`config.mk`:
```
export PLATFORM = sky130hd
export DESIGN_NAME = reloj_digit_buffer
export DESIGN_NICKNAME = d
export VERILOG_FILES = /design/src/rtl/reloj_digit_buffer.sv
export SDC_FILE = /design/constraint.sdc
export NUM_CORES = 1
export LEC_CHECK = 0
export CORE_UTILIZATION = 50
export CTS_BUF_LIST = sky130_fd_sc_hd__clkbuf_4 sky130_fd_sc_hd__clkbuf_8
export DETAILED_ROUTE_END_ITERATION = 7
export PLACE_DENSITY = 0.84
export SLEW_MARGIN = 20
export SYNTH_ARGS = -nofsm -noshare
export SYNTH_HDL_FRONTEND = slang
export SYNTH_SLANG_ARGS = --single-unit
export TNS_END_PERCENT = 5
```
`constraint.sdc`:
```
create_clock -name clock -period 4.8 [get_ports clock]
set_input_delay 0.96 -clock clock [delete_from_list [all_inputs] [get_ports clock]]
set_output_delay 0.96 -clock clock [all_outputs]
set_load 0.1 [all_outputs]
```
`src/rtl/reloj_digit_buffer.sv`:
```
// ============================================================================
// reloj_digit_buffer: double-buffered BCD digit bank published on the vsync edge
// Optional macro: RELOJ_BCD_CHECK_EN (reject non-BCD digit writes). Revision 1.0
// ============================================================================
`default_nettype none

module reloj_digit_buffer #(
    parameter int VSYNC_ACTIVE_LOW = 1
) (
    input  logic        clock,
    input  logic        reset,
    input  logic        wr_en,
    output logic        wr_ready,
    input  logic [3:0]  wr_addr,
    input  logic [7:0]  wr_data,
    input  logic        commit,
    input  logic        vsync,
    output logic [23:0] time_digits,
    output logic [23:0] date_digits,
    output logic [23:0] timer_digits,
    output logic        am_pm,
    output logic        formato_hora,
    output logic        estado_alarma,
    output logic        frame_updated,
    output logic        bcd_err
);

    localparam logic       c_VSYNC_IDLE     = (VSYNC_ACTIVE_LOW != 0) ? 1'b1 : 1'b0;
    localparam int         c_NUM_DIGIT_REGS = 9;
    localparam logic [3:0] c_CTRL_ADDR      = 4'd9;

    typedef enum logic [0:0] {
        IDLE  = 1'b0,
        ARMED = 1'b1
    } state_t;

    state_t     r_state;
    logic [7:0] r_stage [0:c_NUM_DIGIT_REGS-1];
    logic [2:0] r_stage_ctrl;
    logic       r_vsync_d;
    logic       w_swap_edge;
    logic       w_wr_fire;
    logic       w_wr_drop;

    // The swap fires on the transition into the active vsync level.
    assign w_swap_edge = (VSYNC_ACTIVE_LOW != 0) ? (r_vsync_d & ~vsync) : (~r_vsync_d & vsync);
    assign wr_ready    = (r_state == IDLE);
    assign w_wr_fire   = wr_en & wr_ready;

`ifdef RELOJ_BCD_CHECK_EN
    logic r_bcd_err;

    assign w_wr_drop = (wr_addr < c_CTRL_ADDR) &&
                       ((wr_data[7:4] > 4'd9) || (wr_data[3:0] > 4'd9));
    assign bcd_err   = r_bcd_err;

    always_ff @(posedge clock or posedge reset) begin
        if (reset) begin
            r_bcd_err <= 1'b0;
        end else if (w_wr_fire && w_wr_drop) begin
            r_bcd_err <= 1'b1;
        end
    end
`else
    assign w_wr_drop = 1'b0;
    assign bcd_err   = 1'b0;
`endif

    always_ff @(posedge clock or posedge reset) begin
        if (reset) begin
            r_state       <= IDLE;
            r_vsync_d     <= c_VSYNC_IDLE;
            r_stage_ctrl  <= 3'd0;
            time_digits   <= 24'd0;
            date_digits   <= 24'd0;
            timer_digits  <= 24'd0;
            am_pm         <= 1'b0;
            formato_hora  <= 1'b0;
            estado_alarma <= 1'b0;
            frame_updated <= 1'b0;
            for (int i = 0; i < c_NUM_DIGIT_REGS; i++) begin
                r_stage[i] <= 8'd0;
            end
        end else begin
            r_vsync_d     <= vsync;
            frame_updated <= 1'b0;

            // Writes only happen in IDLE, so they never race a swap.
            if (w_wr_fire && !w_wr_drop) begin
                for (int i = 0; i < c_NUM_DIGIT_REGS; i++) begin
                    if (wr_addr == 4'(i)) begin
                        r_stage[i] <= wr_data;
                    end
                end
                if (wr_addr == c_CTRL_ADDR) begin
                    r_stage_ctrl <= wr_data[2:0];
                end
            end

            case (r_state)
                IDLE: begin
                    if (commit) begin
                        r_state <= ARMED;
                    end
                end
                ARMED: begin
                    if (w_swap_edge) begin
                        time_digits   <= {r_stage[2], r_stage[1], r_stage[0]};
                        date_digits   <= {r_stage[3], r_stage[4], r_stage[5]};
                        timer_digits  <= {r_stage[8], r_stage[7], r_stage[6]};
                        am_pm         <= r_stage_ctrl[0];
                        formato_hora  <= r_stage_ctrl[1];
                        estado_alarma <= r_stage_ctrl[2];
                        frame_updated <= 1'b1;
                        r_state       <= IDLE;
                    end
                end
                default: begin
                    r_state <= IDLE;
                end
            endcase
        end
    end

endmodule

`default_nettype wire

```
# --- Yosys cells after proc, flatten, opt, wreduce, memory -nomap -nowiden ---
# Cells that the tools add are included.
classes:
  n_mux: 5
  n_lt_le_gt_ge: 0
  add_sub_neg: 0
  n_div: 0
  bitwise: 4
  shifts: 0
  n_reduce_logical: 12
  n_mul: 0
  n_eq_ne: 9
op_table:
  columns: ["cell", "n"]
  rows:
  - ["AND reduction 2 bit", 11]
  - ["equality test 4 x 3 -> 1 bit (second input constant)", 4]
  - ["equality test 4 x 2 -> 1 bit (second input constant)", 2]
  - ["equality test 4 bit (second input constant)", 2]
  - ["equality test 4 x 1 -> 1 bit (second input constant)", 1]
  - ["logical NOT 4 bit", 1]
  - ["two-way mux 1 bit", 4]
  - ["bitwise AND 1 bit", 2]
  - ["NOT 1 bit", 2]
  - ["one-hot mux 1 bit (2 select lines)", 1]
totals:
  word_cells: 49
  latchBits: 0
  rom_bits: 0
  mem_count: 0
  in_bits: 17
  mem_bits_rw: 0
  out_inout_bits: 78
  reg_bits: 153

# --- Longest topological paths before layout ---
# Gate-level depths: netlist of run 1.
depth:
  ltp_word: 4
  ltp_mapped: 5

# --- Worst setup path after synthesis of run 1 ---
# Ideal clock, no wire load.
synth_timing:
  path_kind: "input port to flip-flop"
  startpoint: "input wr_addr[3]"
  endpoint: "register r_stage[43] (netlist bit)"
  t_required_ns: 4.675
  path_stages: 4
  t_arrival_ns: 1.958
  n_path_buf: 1
  setup_slack_ns: 2.717
  path_cell_list: "nor4b_4 > and3_1 > buf_6 > mux2_2"
synth_via:
  elab_chain_len: 2
synth_lines:
  columns: ["element", "line", "source"]
  rows:
  - ["start: declaration", "14", "input logic [3:0] wr_addr,"]
  - ["equality test 4 x 2 -> 1 bit", "91", "if (wr_addr == 4'(i)) begin"]
  - ["AND reduction 2 bit (no line)", null, null]
  - ["end signal: indexed assignment", "92", "r_stage[i] <= wr_data;"]
  - ["end: declaration", "38", "logic [7:0] r_stage [0:c_NUM_DIGIT_REGS-1];"]
# Every way passes these cells.
# A chain may end at the register's enable or synchronous reset.

# --- Worst setup path in the final report of run 1 ---
layout_timing:
  startpoint: "register r_state"
  endpoint: "output wr_ready"
layout_via:
  elab_chain_len: 1
layout_lines:
  columns: ["element", "line", "source"]
  rows:
  - ["start: declaration", "37", "state_t r_state;"]
  - ["start signal: assignment", "71", "r_state <= IDLE;"]
  - ["start signal: assignment", "103", "r_state <= ARMED;"]
  - ["start signal: assignment", "115", "r_state <= IDLE;"]
  - ["NOT 1 bit", null, null]
  - ["end: declaration", "13", "output logic wr_ready,"]
# Every way passes these cells.

==> implementation parameters, run 1 <==
Parameter                              Value

Status
  Run status    completed

Setup path
  Worst Setup Start Kind    flip-flop
  Launching element of the worst setup path    r_state
  Critical Path Sink Type    output pin
  Required time of the critical path    3.84 ns
  Reg2reg end    timer_digits[16]
  Worst Path Arrival    2.17 ns
  Beginning of the worst register-to-register path    r_state
  Crit path capture    wr_ready
  Worst-case reg-to-reg path depth    3
  Setup slack, reg-to-reg    2.78 ns
  Worst setup path category    flip-flop to output pin
  Biggest fanout along the worst timing path    6

Timing
  Final hold violation count    0
  Setup clock skew after layout    0.00958 ns
  Final Setup Violations    0
  Worst setup margin    1.67 ns
  Maximum operating frequency    319 MHz
  Pin slew with the least headroom to its limit    1.02 ns
  Setup repair after global routing missed its margin    false
  Crit path time final    3.13 ns
  Normalized max-slew margin    32.1%
  Portion of the clock cycle consumed by the worst path in the final layout    65.3%
  Sum Neg Setup Slack    0 ns
  Slew Viols, Final    0

Clocking
  Insertion delay to the later sink of the worst-skew pair    0.43 ns
  Clk sinks    153
  Post-CTS Hold Fix Bufs    0
  Clock-pin transition on the worst setup and hold timing paths    0.08 ns
  # resized after CTS    0
  Num CTS Buffers    17
  Setup fix buffers added after clock tree synthesis    0
  Clock tree from TritonCTS    built
  Bufs on Longest Clock Path    2
  Root buf cell    clkbuf_8
  H-Tree Depth    4

Detailed routing
  Number of DRC violations after detailed-routing iteration 0    116
  Via total after detailed routing    3119
  Final wirelength    11300 µm
  Average via count per standard cell    5.25
  Avg WL per Cell    18.9 µm
  Post-detailed-route DRC marker count    0
  ANT nets after route    0
  First-pass DRT Iterations    4

Synth
  Library cells used by synthesis    18
  Gate Count Post-Synth    340
  Compound-gate portion of the synthesized area    0%
  Top area cells in the synthesized netlist    dfrtp_1 66%, mux2_2 29%, buf_2 0.70%, dfstp_2 0.46%, nor4b_4 0.41%
  Most repeated cell in the gate-level netlist after synthesis    dfrtp_1
  Simple-Gate Fraction of Synth Area    2.33%
  Number of synthesized register bits    153
  Post-synthesis cell area    5750 µm²
  Average size of a mapped cell    16.9 µm²
  Leading cell types by count after synthesis    152 x dfrtp_1, 150 x mux2_2, 8 x buf_2
  Post-synth ARST share    100%
  Post-Synth Adder-Cell Area    0%
  Number of synthesized flops with an enable pin    0
  Yosys Warn Count    0
  Register area share after synthesis    66.6%
  Library cell with the largest summed area after synthesis    dfrtp_1
  Syn_nets    357
  Synth Area in XOR/XNOR    0%
  Fraction of synthesized area in multiplexers    29.4%
  Top_reg_cell synth    dfrtp_1
  Main combinational cell family by area after synthesis    multiplexers
  Share of Yosys cell area claimed by the top area cell type    66.2%

Pwr
  Peak supply drop    0.000384 V
  Power density relative to cell area    676 nW/µm²
  Leak Pwr    3.47 nW

GRT
  Via count of the first global-routing pass    3289
  Number of antenna violations at the first check in global routing    0
  Global route overflow    0
  Wire length of the first global-routing pass    17700 µm
  Total Routing Usage GR    20.7%
  Pin count of the biggest net entering global routing    79

Placed design
  Setup WS pre-CTS    1.90 ns
  DP HPWL    7190 µm
  Final RePlAce weighted congestion    0.730
  Number of port buffers    93

Floorplanning
  Number of standard-cell rows in the floorplan    38
  Width of the die    109 µm
  Ports placed on the boundary    95
  Starting utilization of the core area    52.1%
  Placeable core region    11000 µm²
  Die height    109 µm
  Die area    11900 µm²

Hold path
  Type of the worst min-delay path    flip-flop to flip-flop
  Startpoint of the most critical hold path    r_stage[38]

Flow run
  Number of maximum-capacitance violations    0

Layout
  Post-layout util    66.5%
  Layout cell share with drive strength beyond 1    42.5%
  Count of antenna diodes in the layout    0
  Synth-to-Final Area Change    27.6%
  Final layout net count    459
==> final cells by class <==
type | count | area [µm²]
clock buffers | 19 | 255
clock inverters | 12 | 246
fillers | 802 | 3700
inverters | 3 | 15.0
multi-input cells | 170 | 1830
flip-flops and latches | 153 | 3830
well taps | 140 | 175
repair buffers | 97 | 986
==> metrics by stage <==
stage	hold slack, ns	cell area, µm²	power [mW]	std cells
after floorplan	0.475	5750	3.30	340
after detailed placement	0.488	6810	3.79	562
after global placement	0.480	6810	3.75	562
final	0.503	7330	4.96	594
after CTS	0.507	7310	4.99	593
after global routing	0.521	7330	5.12	594
==> power by group <==
part           leakage, nW  total, mW  switching [mW]  internal (mW)
combinational         1.22       2.02            1.50          0.517
sequential            2.01       1.74           0.164           1.58
clock                0.241       1.19           0.454          0.740
==> registers in the layout, summed over array words and instances, names as in the netlist <==
signal,count
r_state,1
timer_digits,24
am_pm,1
r_vsync_d,1
r_stage,72
formato_hora,1
estado_alarma,1
time_digits,24
date_digits,24
r_stage_ctrl,3
frame_updated,1
==> worst max-delay path, cell delays in order, from the launching register on <==
cell	delay [ns]
dfrtp_1	0.50
inv_1	0.11
clkdlybuf4s50_1	1.13
==> logic make-up (layout without fill, tap and decap cells) <==
| kind of cell | Yosys count | count (layout) |
|---|---|---|
| flip-flops | 153 | 153 |
| other | 1 | 1 |
| multiplexers | 150 | 150 |
| AND/OR/NAND/NOR | 19 | 19 |
| buffers and inverters | 17 | 131 |
==> placed cells by master, fill, tap and decap left out <==
master	count
buf_4	2
clkinv_4	1
nor2_1	3
bufinv_16	7
clkbuf_4	1
inv_1	2
buf_12	2
and3_1	2
clkdlybuf4s50_1	93
nand3b_1	1
mux2_2	150
dfstp_2	1
clkinv_2	1
nor4b_4	1
and4bb_4	1
dfrtp_1	152
clkbuf_8	18
conb_1	1
nor2b_1	2
clkinvlp_4	4
nand2_1	5
and4bb_2	1
nand2_2	3
==> routing by layer <==
metal  track usage (%)  up-vias  part of all wire [%]
met4              8.38        0                   1.9
met5                 0        -                     0
li1                  -     1397                     -
met3              4.12       19                   3.4
met2              34.5       70                    52
met1              26.5     1633                    43
==> how the worst min path moves through the flow <==
stage,slack (ns),end,cells past startpoint
2_1_floorplan,0.47,time_digits[17],1
3_3_place_gp,0.48,timer_digits[21],1
3_5_place_dp,0.49,time_digits[13],1
4_1_cts,0.51,time_digits[8],1
5_1_grt,0.52,r_stage[67],1
6_report,0.50,date_digits[14],1
Note: power is estimated with default switching activity, not from simulation.
==> inputs of run 2 (changes only) <==
Settings changed: CORE_UTILIZATION 50 to 55, PLACE_DENSITY 0.84 to 0.87.
Clock period 4.8 ns to 3 ns, I/O delays scaled along.
==> run 2 against run 1 <==
Sequential power is 60% higher. Combinational power is 55% higher. Sequential cell count stayed put. Count of clock-buffer cells in the layout is 4 higher. Final cell count is 1.7% lower. Critical path type is now input port to flip-flop. Core utilization is 4.4 points higher. Clock power is 43% higher. First-iteration DRC count is 8.6% lower. Critical path depth is 2 higher.
==> implementation parameters, run 2 (synthesis results as in run 1) <==
Parameter                              Value

Setup path
  Worst setup path category    input port to flip-flop
  Worst Path Arrival    2.32 ns
  Critical Path Sink Type    flip-flop
  Setup slack, reg-to-reg    1.10 ns
  Biggest fanout along the worst timing path    8
  Worst Setup Start Kind    input port
  Required time of the critical path    3.31 ns

Detailed routing
  Post-detailed-route DRC marker count    0
  Routed wl met2    5890 µm
  Final wirelength    11300 µm
  Via total after detailed routing    3120
  Top layer used by detailed routing    met4
  Avg WL per Cell    19.3 µm
  ANT nets after route    0
  M1 wire length    4750 µm
  Number of DRC violations after detailed-routing iteration 0    106
  Routed length on met3    463 µm
  First-pass DRT Iterations    4
  Average via count per standard cell    5.34

Placed design
  Setup WS pre-CTS    0.572 ns
  Number of port buffers    93
  Final RePlAce weighted congestion    0.771
  DP HPWL    7110 µm

Timing
  Portion of the clock cycle consumed by the worst path in the final layout    67.2%
  Slew Viols, Final    0
  Setup repair after global routing missed its margin    false
  Crit path time final    2.02 ns
  Normalized max-slew margin    46.4%
  Final hold violation count    0
  Worst setup margin    0.984 ns
  Maximum operating frequency    496 MHz
  Final Setup Violations    0
  Pin slew with the least headroom to its limit    0.804 ns
  Sum Neg Setup Slack    0 ns
  Setup clock skew after layout    0.00801 ns

Layout
  Multi-input logic area    1830 µm²
  Largest reg by FF count    r_stage
  Top library cells by usage in the layout, fill and taps aside    152 x dfrtp_1, 150 x mux2_2, 77 x buf_4, 21 x clkbuf_8, 16 x clkdlybuf4s50_1
  Final layout net count    457
  Count of antenna diodes in the layout    0
  Area used by sequential logic in the layout    3830 µm²
  Layout cell share with drive strength beyond 1    59.2%
  Number of flip-flops in the largest register    72
  Layout filler cell count    677
  Post-layout util    70.9%
  Most common cell after layout, fill and taps aside    dfrtp_1
  Synth-to-Final Area Change    22.8%

GRT
  Via count of the first global-routing pass    3351
  Wire length of the first global-routing pass    18200 µm
  Total Routing Usage GR    22.6%
  Global route overflow    0
  Number of antenna violations at the first check in global routing    0
  Pin count of the biggest net entering global routing    154

Clocking
  Clk sinks    153
  Num CTS Buffers    17
  # resized after CTS    0
  H-Tree Depth    4
  Insertion delay to the later sink of the worst-skew pair    0.42 ns
  Clock-pin transition on the worst setup and hold timing paths    0.07 ns
  Bufs on Longest Clock Path    2
  Clock tree from TritonCTS    built
  Post-CTS Hold Fix Bufs    0
  Root buf cell    clkbuf_8
  Setup fix buffers added after clock tree synthesis    0

Status
  Run status    completed

Pwr
  Power density relative to cell area    1080 nW/µm²
  Peak supply drop    0.000595 V
  Post-layout total power    7.63 mW
  Leak Pwr    3.57 nW

Hold path
  Type of the worst min-delay path    flip-flop to flip-flop

Floorplanning
  Width of the die    104 µm
  Die area    10900 µm²
  Number of standard-cell rows in the floorplan    36
  Die height    104 µm
  Ports placed on the boundary    95
  Starting utilization of the core area    57.8%
  Placeable core region    9950 µm²

Flow run
  Number of maximum-capacitance violations    0
-- run 2: power by group --
group,switching [mW],internal [mW]
logic,2.41,0.727
clock network,0.694,1.01
registers,0.266,2.53
-- run 2: cell type report --
type	count	share of cell area, %
flip-flops and latches	153	54.2
clock buffers	23	4.31
well taps	133	2.36
repair buffers	95	11.0
clock inverters	7	1.98
inverters	3	0.213
multi-input cells	170	25.9
-- run 2: critical path, stage by stage --
cell	delay, ns
clkdlybuf4s50_1	0.48
nor4b_4	0.42
and3_1	0.44
mux2_2	0.39
-- run 2: routing by layer --
| metal | GRT usage [%] | vias to the layer above |
|---|---|---|
| met4 | 9.08 | 0 |
| met1 | 28.0 | 1633 |
| met5 | 0 | - |
| li1 | - | 1386 |
| met2 | 38.4 | 84 |
| met3 | 5.26 | 17 |
-- run 2: through the flow --
stage               instance area (µm²)  instances  hold WS [ns]
floorplan                          5750        340         0.475
global placement                   6620        554         0.483
detailed placement                 6620        554         0.491
CTS                                7060        584         0.501
global route                       7060        584         0.513
finish                             7060        584         0.502
-- run 2: path summary, 6_finish.rpt --
| kind | cells past startpoint | startpoint | end |
|---|---|---|---|
| hold reg to reg | 1 | r_stage[56] | time_digits[8] |
| setup reg to reg | 3 | r_state | r_stage[42] |
| setup / recovery | 4 | wr_addr[3] | r_stage[42] |
| hold / removal | 1 | r_stage[56] | time_digits[8] |
| max in group asynchronous | 3 | reset | r_stage[12] |
| min in group asynchronous | 3 | reset | r_stage[38] |
==> inputs of run 3 (changes only) <==
Settings changed: CORE_UTILIZATION 55 to 50, PLACE_DENSITY 0.87 to 0.84.
Clock period 3 ns to 1.7 ns, I/O delays scaled along.
==> run 3 against run 2 <==
Via count grew 2.5%. Global-route usage decreased by 0.57 points. Register-to-register slack worse by 1.0 ns. Die area grew 9.8%. Non-clock buffer count up 16. Wire length grew 3.8%. Worst hold slack lost 0.15 ns. Largest cell class unchanged. Largest power group unchanged.
==> implementation parameters, run 3 (synthesis results as in run 1) <==
Parameter                              Value

Setup path
  Worst Path Arrival    1.97 ns
  Maximum cell stage delay along the critical path    0.48 ns
  Crit path max-delay cell type    dfrtp_2
  Critical Path Sink Type    flip-flop
  Required time of the critical path    2.02 ns
  Worst Setup Start Kind    flip-flop
  Worst setup path category    flip-flop to flip-flop
  Biggest fanout along the worst timing path    8
  Critical Path, Cell by Cell    and4bb_4, and3_1, buf_4, mux2_2

Clocking
  Post-CTS Hold Fix Bufs    0
  Root buf cell    clkbuf_8
  Clk sinks    153
  H-Tree Depth    4
  Clock-pin transition on the worst setup and hold timing paths    0.08 ns
  Num CTS Buffers    17
  Insertion delay to the later sink of the worst-skew pair    0.44 ns
  Bufs on Longest Clock Path    2
  Setup fix buffers added after clock tree synthesis    0
  Clock tree from TritonCTS    built
  # resized after CTS    0

Floorplanning
  Number of standard-cell rows in the floorplan    38
  Width of the die    109 µm
  Starting utilization of the core area    52.1%
  Ports placed on the boundary    95
  Die height    109 µm
  Die area    11900 µm²
  Placeable core region    11000 µm²

Placed design
  DP HPWL    7900 µm
  Final RePlAce weighted congestion    0.737
  Number of port buffers    93
  Placed cell area    7800 µm²

Layout
  Largest reg by FF count    r_stage
  Synth-to-Final Area Change    43.4%
  Layout cell share with drive strength beyond 1    61.0%
  Most common cell after layout, fill and taps aside    dfrtp_1
  Top library cells by usage in the layout, fill and taps aside    151 x dfrtp_1, 150 x mux2_2, 86 x buf_12, 18 x clkbuf_8, 16 x clkdlybuf4s50_1
  Number of flip-flops in the largest register    72
  Non-Filler Cell Area, Final    8250 µm²
  Final layout net count    473
  Post-layout util    74.8%
  Count of antenna diodes in the layout    0

Timing
  Normalized max-slew margin    66.8%
  Final hold violation count    0
  Crit path time final    1.65 ns
  Pin slew with the least headroom to its limit    0.497 ns
  Slew Viols, Final    0
  Maximum operating frequency    607 MHz
  Setup clock skew after layout    0.00813 ns
  Portion of the clock cycle consumed by the worst path in the final layout    96.9%
  Setup repair after global routing missed its margin    false
  Final Setup Violations    0

Pwr
  Power density relative to cell area    1830 nW/µm²
  Peak supply drop    0.00130 V
  Leak Pwr    3.93 nW

Hold path
  Type of the worst min-delay path    input port to flip-flop

Status
  Run status    completed

Detailed routing
  First-pass DRT Iterations    4
  Post-detailed-route DRC marker count    0
  ANT nets after route    0
  M1 wire length    4900 µm
  Via total after detailed routing    3198
  Routed length on met3    359 µm
  Routed wl met2    6150 µm
  Number of DRC violations after detailed-routing iteration 0    75
  Final wirelength    11700 µm
  Average via count per standard cell    5.25
  Avg WL per Cell    19.2 µm
  Top layer used by detailed routing    met4

GRT
  Pin count of the biggest net entering global routing    93
  Number of antenna violations at the first check in global routing    0
  Wire length of the first global-routing pass    18900 µm
  Via count of the first global-routing pass    3527
  Total Routing Usage GR    22.0%
  Global route overflow    0

Flow run
  Number of maximum-capacitance violations    0
run 3: final cells by class:
| cell class | count | area, µm² |
|---|---|---|
| sequential | 153 | 3830 |
| tap | 140 | 175 |
| clock buffer | 19 | 255 |
| timing repair buffer | 111 | 1950 |
| fill | 642 | 2780 |
| inverter | 3 | 15.0 |
| clock inverter | 13 | 194 |
| multi-input combinational | 170 | 1830 |
run 3: power by group:
part	switching (mW)	internal, mW
combinational	4.26	2.55
clock	1.37	1.67
sequential	0.749	4.46
total	6.38	8.68
run 3: final timing paths:
check                      slack, ns  cells past startpoint              end   startpoint
setup / recovery                0.05                      4      r_stage[12]      r_state
hold / removal                  0.35                      1        r_vsync_d        vsync
setup reg to reg                0.05                      4      r_stage[12]      r_state
hold reg to reg                 0.50                      1   date_digits[2]  r_stage[26]
max in group asynchronous       0.89                      3          r_state        reset
min in group asynchronous       0.36                      3  date_digits[15]        reset
run 3: through the flow:
stage	setup TNS (ns)	hold WS, ns	worst slack (ns)	power [mW]	instances
finish	0	0.348	0.0525	15.1	609
CTS	0	0.323	0.0170	15.1	609
global route	0	0.312	0.0223	15.5	609
floorplan	-86.76	0.344	-0.570	9.32	340
global placement	-17.63	0.483	-0.275	12.0	577
detailed placement	-24.61	0.491	-0.331	12.1	577
run 3: worst max-delay path, delay by kind of cell, from the launching register on:
family                 cells  cell delay (ns)
buffers and inverters      1             0.18
DFF                        1             0.48
muxes                      1             0.34
and+or+nand+nor            2             0.53
run 3: layer usage:
| metal | GRT usage [%] | up-vias |
|---|---|---|
| met5 | 0 | - |
| met4 | 9.33 | 0 |
| met3 | 5.02 | 19 |
| met2 | 37.4 | 71 |
| met1 | 27.0 | 1676 |
| li1 | - | 1432 |
